**src/rtl/timer_chain_reader.sv**
```systemverilog
// Master-side reader for the daisy-chained timer capture registers: drives the
// shift clock, reassembles LSB-first words and re-arms the chain when finished.
module timer_chain_reader #(
  parameter int WORD_WIDTH = 32,
  parameter int NUM_WORDS  = 4,
  parameter int CLK_DIV    = 8
) (
  input  logic                         clk,
  input  logic                         reset,
  input  logic                         start,
  input  logic                         abort,
  input  logic                         chain_ready,
  input  logic                         serial_in,
  output logic                         data_clock,
  output logic                         chain_rearm_n,
  output logic                         busy,
  output logic                         word_valid,
  output logic [$clog2(NUM_WORDS)-1:0] word_index,
  output logic [WORD_WIDTH-1:0]        word_data,
  output logic                         done
);

  localparam int IW = $clog2(NUM_WORDS);
  localparam int DW = $clog2(2 * CLK_DIV + 1);
  localparam int BW = (WORD_WIDTH > 1) ? $clog2(WORD_WIDTH) : 1;

  localparam logic [DW-1:0] LAST_DIV  = DW'(CLK_DIV - 1);
  localparam logic [DW-1:0] REARM_END = DW'(2 * CLK_DIV);
  localparam logic [BW-1:0] LAST_BIT  = BW'(WORD_WIDTH - 1);
  localparam logic [IW-1:0] LAST_WORD = IW'(NUM_WORDS - 1);

  typedef enum logic [2:0] {IDLE, ARMED, LOW, HIGH, REARM} state_t;

  state_t                state, state_nxt;
  logic [DW-1:0]         div_cnt;
  logic [BW-1:0]         bit_cnt;
  logic [IW-1:0]         word_cnt;
  logic [WORD_WIDTH-1:0] sh;

  logic phase_end, word_end, last_word;

  assign phase_end = (div_cnt == LAST_DIV);
  assign word_end  = (bit_cnt == LAST_BIT);
  assign last_word = (word_cnt == LAST_WORD);

  always_ff @(posedge clk or posedge reset) begin
    if (reset) state <= IDLE;
    else       state <= state_nxt;
  end

  always_comb begin
    state_nxt = state;
    case (state)
      IDLE:  if (start && !abort) state_nxt = ARMED;
      ARMED: if (abort) state_nxt = IDLE;
             else if (chain_ready) state_nxt = LOW;
      LOW:   if (abort) state_nxt = IDLE;
             else if (phase_end) state_nxt = HIGH;
      HIGH:  if (abort) state_nxt = IDLE;
             else if (phase_end) state_nxt = (word_end && last_word) ? REARM : LOW;
      REARM: if (abort || div_cnt == REARM_END) state_nxt = IDLE;
      default: state_nxt = IDLE;
    endcase
  end

  // REARM holds the line low for 2*CLK_DIV cycles, then one released cycle before done.
  always_comb begin
    data_clock    = (state == HIGH);
    chain_rearm_n = !((state == REARM) && (div_cnt < REARM_END));
    busy          = (state != IDLE);
  end

  always_ff @(posedge clk or posedge reset) begin
    if (reset) begin
      div_cnt    <= '0;
      bit_cnt    <= '0;
      word_cnt   <= '0;
      sh         <= '0;
      word_valid <= 1'b0;
      word_index <= '0;
      word_data  <= '0;
      done       <= 1'b0;
    end else begin
      word_valid <= 1'b0;
      done       <= 1'b0;
      if (state == IDLE || state == ARMED || abort) begin
        div_cnt  <= '0;
        bit_cnt  <= '0;
        word_cnt <= '0;
      end else begin
        case (state)
          LOW: begin
            if (phase_end) begin
              sh      <= {serial_in, sh[WORD_WIDTH-1:1]};
              div_cnt <= '0;
            end else begin
              div_cnt <= div_cnt + DW'(1);
            end
          end
          HIGH: begin
            if (phase_end) begin
              div_cnt <= '0;
              if (word_end) begin
                word_data  <= sh;
                word_index <= word_cnt;
                word_valid <= 1'b1;
                bit_cnt    <= '0;
                word_cnt   <= last_word ? '0 : word_cnt + IW'(1);
              end else begin
                bit_cnt <= bit_cnt + BW'(1);
              end
            end else begin
              div_cnt <= div_cnt + DW'(1);
            end
          end
          REARM: begin
            if (div_cnt == REARM_END) begin
              div_cnt <= '0;
              done    <= 1'b1;
            end else begin
              div_cnt <= div_cnt + DW'(1);
            end
          end
          default: div_cnt <= '0;
        endcase
      end
    end
  end

endmodule

```
**config.mk**
```make
export PLATFORM = sky130hd
export DESIGN_NAME = timer_chain_reader
export DESIGN_NICKNAME = d
export VERILOG_FILES = /design/src/rtl/timer_chain_reader.sv
export SDC_FILE = /design/constraint.sdc
export NUM_CORES = 1
export LEC_CHECK = 0
export ABC_AREA = 1
export BUFFER_PORTS_ARGS = -buffer_cell sky130_fd_sc_hd__buf_2
export CAP_MARGIN = 20
export CORE_UTILIZATION = 50
export CTS_BUF_LIST = sky130_fd_sc_hd__clkbuf_16
export CTS_CLUSTER_SIZE = 14
export DETAILED_ROUTE_END_ITERATION = 10
export MAX_ROUTING_LAYER = met4
export PLACE_DENSITY = 0.73
export SYNTH_ARGS = -nofsm -noshare
export SYNTH_HDL_FRONTEND = slang
export SYNTH_SLANG_ARGS = --single-unit
```
**constraint.sdc**
```tcl
create_clock -name clk -period 2.9 [get_ports clk]
set_input_delay 0.87 -clock clk [delete_from_list [all_inputs] [get_ports clk]]
set_output_delay 0.87 -clock clk [all_outputs]
set_load 0.03 [all_outputs]
```
==> results.txt <==
Detail Route Antenna Nets -> 0
P per Cell Area -> 626 nW/um^2
Initial Util -> 51.7%
Synth Cell Area -> 3510 sq um
Clk root buf -> clkbuf_16
Vert. Die Dim -> 85.8 um
Critical Path Source -> state[0]
Util after Layout -> 60.6%
Hold_buf cts -> 0
CP endpoint -> chain_rearm_n
Core area -> 6790 sq um
Clk_lat worst skew -> 0.34 ns
DR vias/cell -> 4.83
Pint -> 1.92 mW
Total CTS buffers -> 9
Launching point of the worst reg2reg path -> bit_cnt[0]
Vias in the first global route -> 2384
Setup bufs post-CTS -> 0
WP data arrival -> 1.72 ns
Relative slew margins -> 58.4%
Resize count post-CTS -> 0
Worst Max-Slew Pin Slew -> 0.623 ns
Layout cell share with drive strength beyond 1 -> 20.2%
RSZ-0062 raised after global routing -> false
Die width -> 85.8 um
Clock transition at path regs -> 0.06 ns
Min Tclk post-route -> 2.59 ns
Avg Cell Area, Syn -> 9.36 sq um
P&R area growth vs syn -> 17.3%
Remaining Overflow, GRT -> 0
Final WL -> 5930 um
Endpoints failing setup -> 0
Seq cells post-synth -> 83
Final worst-path cycle share -> 89.2%
CP Class -> reg -> out
Via count of the routed design -> 2521
Cells on worst reg2reg path -> 11
Largest fanout on the critical path -> 5
Die ar. -> 7360 sq um
Seq/Total Area, Yosys -> 59.2%
First-pass GRT wire length -> 10400 um
Antenna violations before repair -> 0
First-pass detailed-route iteration total -> 4
Synthesis Warnings -> 0
Element type at the critical path start -> register
Net Sw Frac -> 25.7%
Reg2reg end -> word_cnt[0]
Wire per inst -> 11.4 um
Logic pwr share -> 9.2%
Port Buffers -> 44
Dpl ws -> 0.707 ns
Critical path capture point type -> output port
Max Cap Viol -> 0
CTS Buffer Depth -> 2
Row cnt -> 30
R2r setup slk -> 0.88 ns
Final Skew -> 0.00823 ns
Final hold viol count -> 0
Final TNS setup -> 0 ns
Placer Congestion -> 0.815
IO Count -> 45
Net Count, Synth -> 386
DRC viols -> 0
Largest net degree at the start of global routing -> 65
Reg power frac -> 46.6%
Fin. max-slew vios -> 0
Peak Freq -> 387 MHz
Final HPWL DP -> 3780 um
Initial DRC count -> 120
Fillcell total -> 583
ANT cells -> 0
Distinct cells, synth -> 27
Lkg Pwr -> 2.03 nW
Clock share of power -> 44.2%
Net Switching -> 662 uW
Clock sinks -> 83
H-tree levels -> 3
Status -> finished, final reports clean
CTS tree -> built
Layout net count -> 432
GRT Total Usage -> 18.9%
Gate Count Post-Synth -> 375
Final WS setup -> 0.314 ns
HP Class -> reg -> reg
CP Data Required Time -> 2.03 ns
Worst vdd ir -> 385 uV
[state kept, by name, summed over array words and instances (netlist names)]
| name | flops |
|---|---|
| word_data | 32 |
| div_cnt | 5 |
| word_index | 2 |
| word_valid | 1 |
| bit_cnt | 5 |
| state | 3 |
| word_cnt | 2 |
| done | 1 |
| sh | 32 |
[Yosys cell counts]
cell	number	share of area (%)
nor3b_1	2	0.43
nand3_2	1	0.29
nor4_1	1	0.18
nor3_1	3	0.43
xnor2_1	1	0.25
or2_2	1	0.18
nand2_4	1	0.32
buf_6	5	1.6
nand2_1	94	10
dfrtp_1	83	59
nor2_4	1	0.32
nand3_1	18	2.6
nand4_1	2	0.36
nand3b_1	1	0.21
buf_2	5	0.71
nor2_1	15	1.6
o21ai_0	39	5.6
o21ai_2	14	3.5
nand2_2	2	0.36
nor2_8	1	0.57
xor2_1	2	0.50
clkbuf_1	3	0.32
a21oi_1	4	0.57
inv_2	1	0.11
ha_1	5	1.8
o21ai_1	17	2.4
inv_1	53	5.7
[stage by stage]
step,std cells,power [mW],cell area [sq um],hold slack (ns)
finish,522,2.58,4120,0.474
global placement,506,1.46,3820,0.454
CTS,522,2.61,4120,0.479
floorplan,375,1.40,3510,0.453
detailed placement,506,1.46,3820,0.463
global route,522,2.68,4120,0.498
[power by group through the flow]
| stage | registers [mW] | clock network (mW) | logic, mW |
|---|---|---|---|
| after floorplan | 1.22 | 0 | 0.186 |
| after global placement | 1.22 | 0 | 0.236 |
| after detailed placement | 1.22 | 0 | 0.238 |
| after CTS | 1.20 | 1.17 | 0.240 |
| after global routing | 1.20 | 1.21 | 0.268 |
| final | 1.20 | 1.14 | 0.238 |
[worst max-delay path: stages (launching register included)]
cell	delay (ns)
dfrtp_1	0.42
inv_1	0.14
nand2_1	0.06
nor2_1	0.22
inv_1	0.09
or2_2	0.27
buf_2	0.18
[how the worst min path moves through the flow]
stage                  startpoint            end  slack [ns]  depth (start not counted)
CTS                 word_data[10]  word_data[10]        0.48                          2
global placement    word_index[1]  word_index[1]        0.45                          2
finish              word_data[13]  word_data[13]        0.47                          2
floorplan                  sh[10]         sh[10]        0.45                          2
global route        word_data[16]  word_data[16]        0.50                          2
detailed placement  word_data[10]  word_data[10]        0.46                          2
[logic make-up (layout without fill, tap and decap cells)]
| kind of cell | Yosys count | in the layout | share of synthesized area (%) |
|---|---|---|---|
| and+or+nand+nor | 143 | 143 | 17.9 |
| DFF | 83 | 83 | 59.2 |
| AOI/OAI and AO/OA | 74 | 74 | 12.0 |
| buffers and inverters | 67 | 118 | 8.41 |
| adders and majority gates | 5 | 5 | 1.78 |
| xor gates and xnor gates | 3 | 3 | 0.749 |
[area by class of cell]
class | instances | area (sq um) | share of cell area, %
Inverter | 54 | 206 | 5.01
Clock inverter | 7 | 75.1 | 1.82
Clock buffer | 9 | 225 | 5.47
Timing Repair Buffer | 48 | 275 | 6.68
Multi-Input combinational cell | 225 | 1140 | 27.7
Sequential cell | 83 | 2080 | 50.4
Tap cell | 96 | 120 | 2.92
[cells in the final DEF (no fill, tap or decap), types with 2 or more instances in the layout]
cell	synthesis	layout
o21ai_0	39	39
nand2_2	2	2
dfrtp_1	83	83
o21ai_2	14	14
inv_6	0	2
xor2_1	2	2
buf_2	5	44
nor3_1	3	3
nor2_1	15	15
nor3b_1	2	2
nand4_1	2	2
o21ai_1	17	17
buf_12	0	2
clkbuf_16	0	9
nand3_1	18	18
buf_4	0	2
a21oi_1	4	4
ha_1	5	5
clkinvlp_4	0	3
inv_1	53	52
nand2_1	94	94
[per-layer routing]
metal	wire length [um]	share of wire, %	vias to the layer above	track usage [%]
li1	-	-	1281	-
met4	58	0.98	0	7.58
met1	2810	47	1184	23.0
met3	216	3.6	6	6.64
met2	2850	48	50	29.1
met5	0	0	-	-
(Power assumes the default switching activity.)
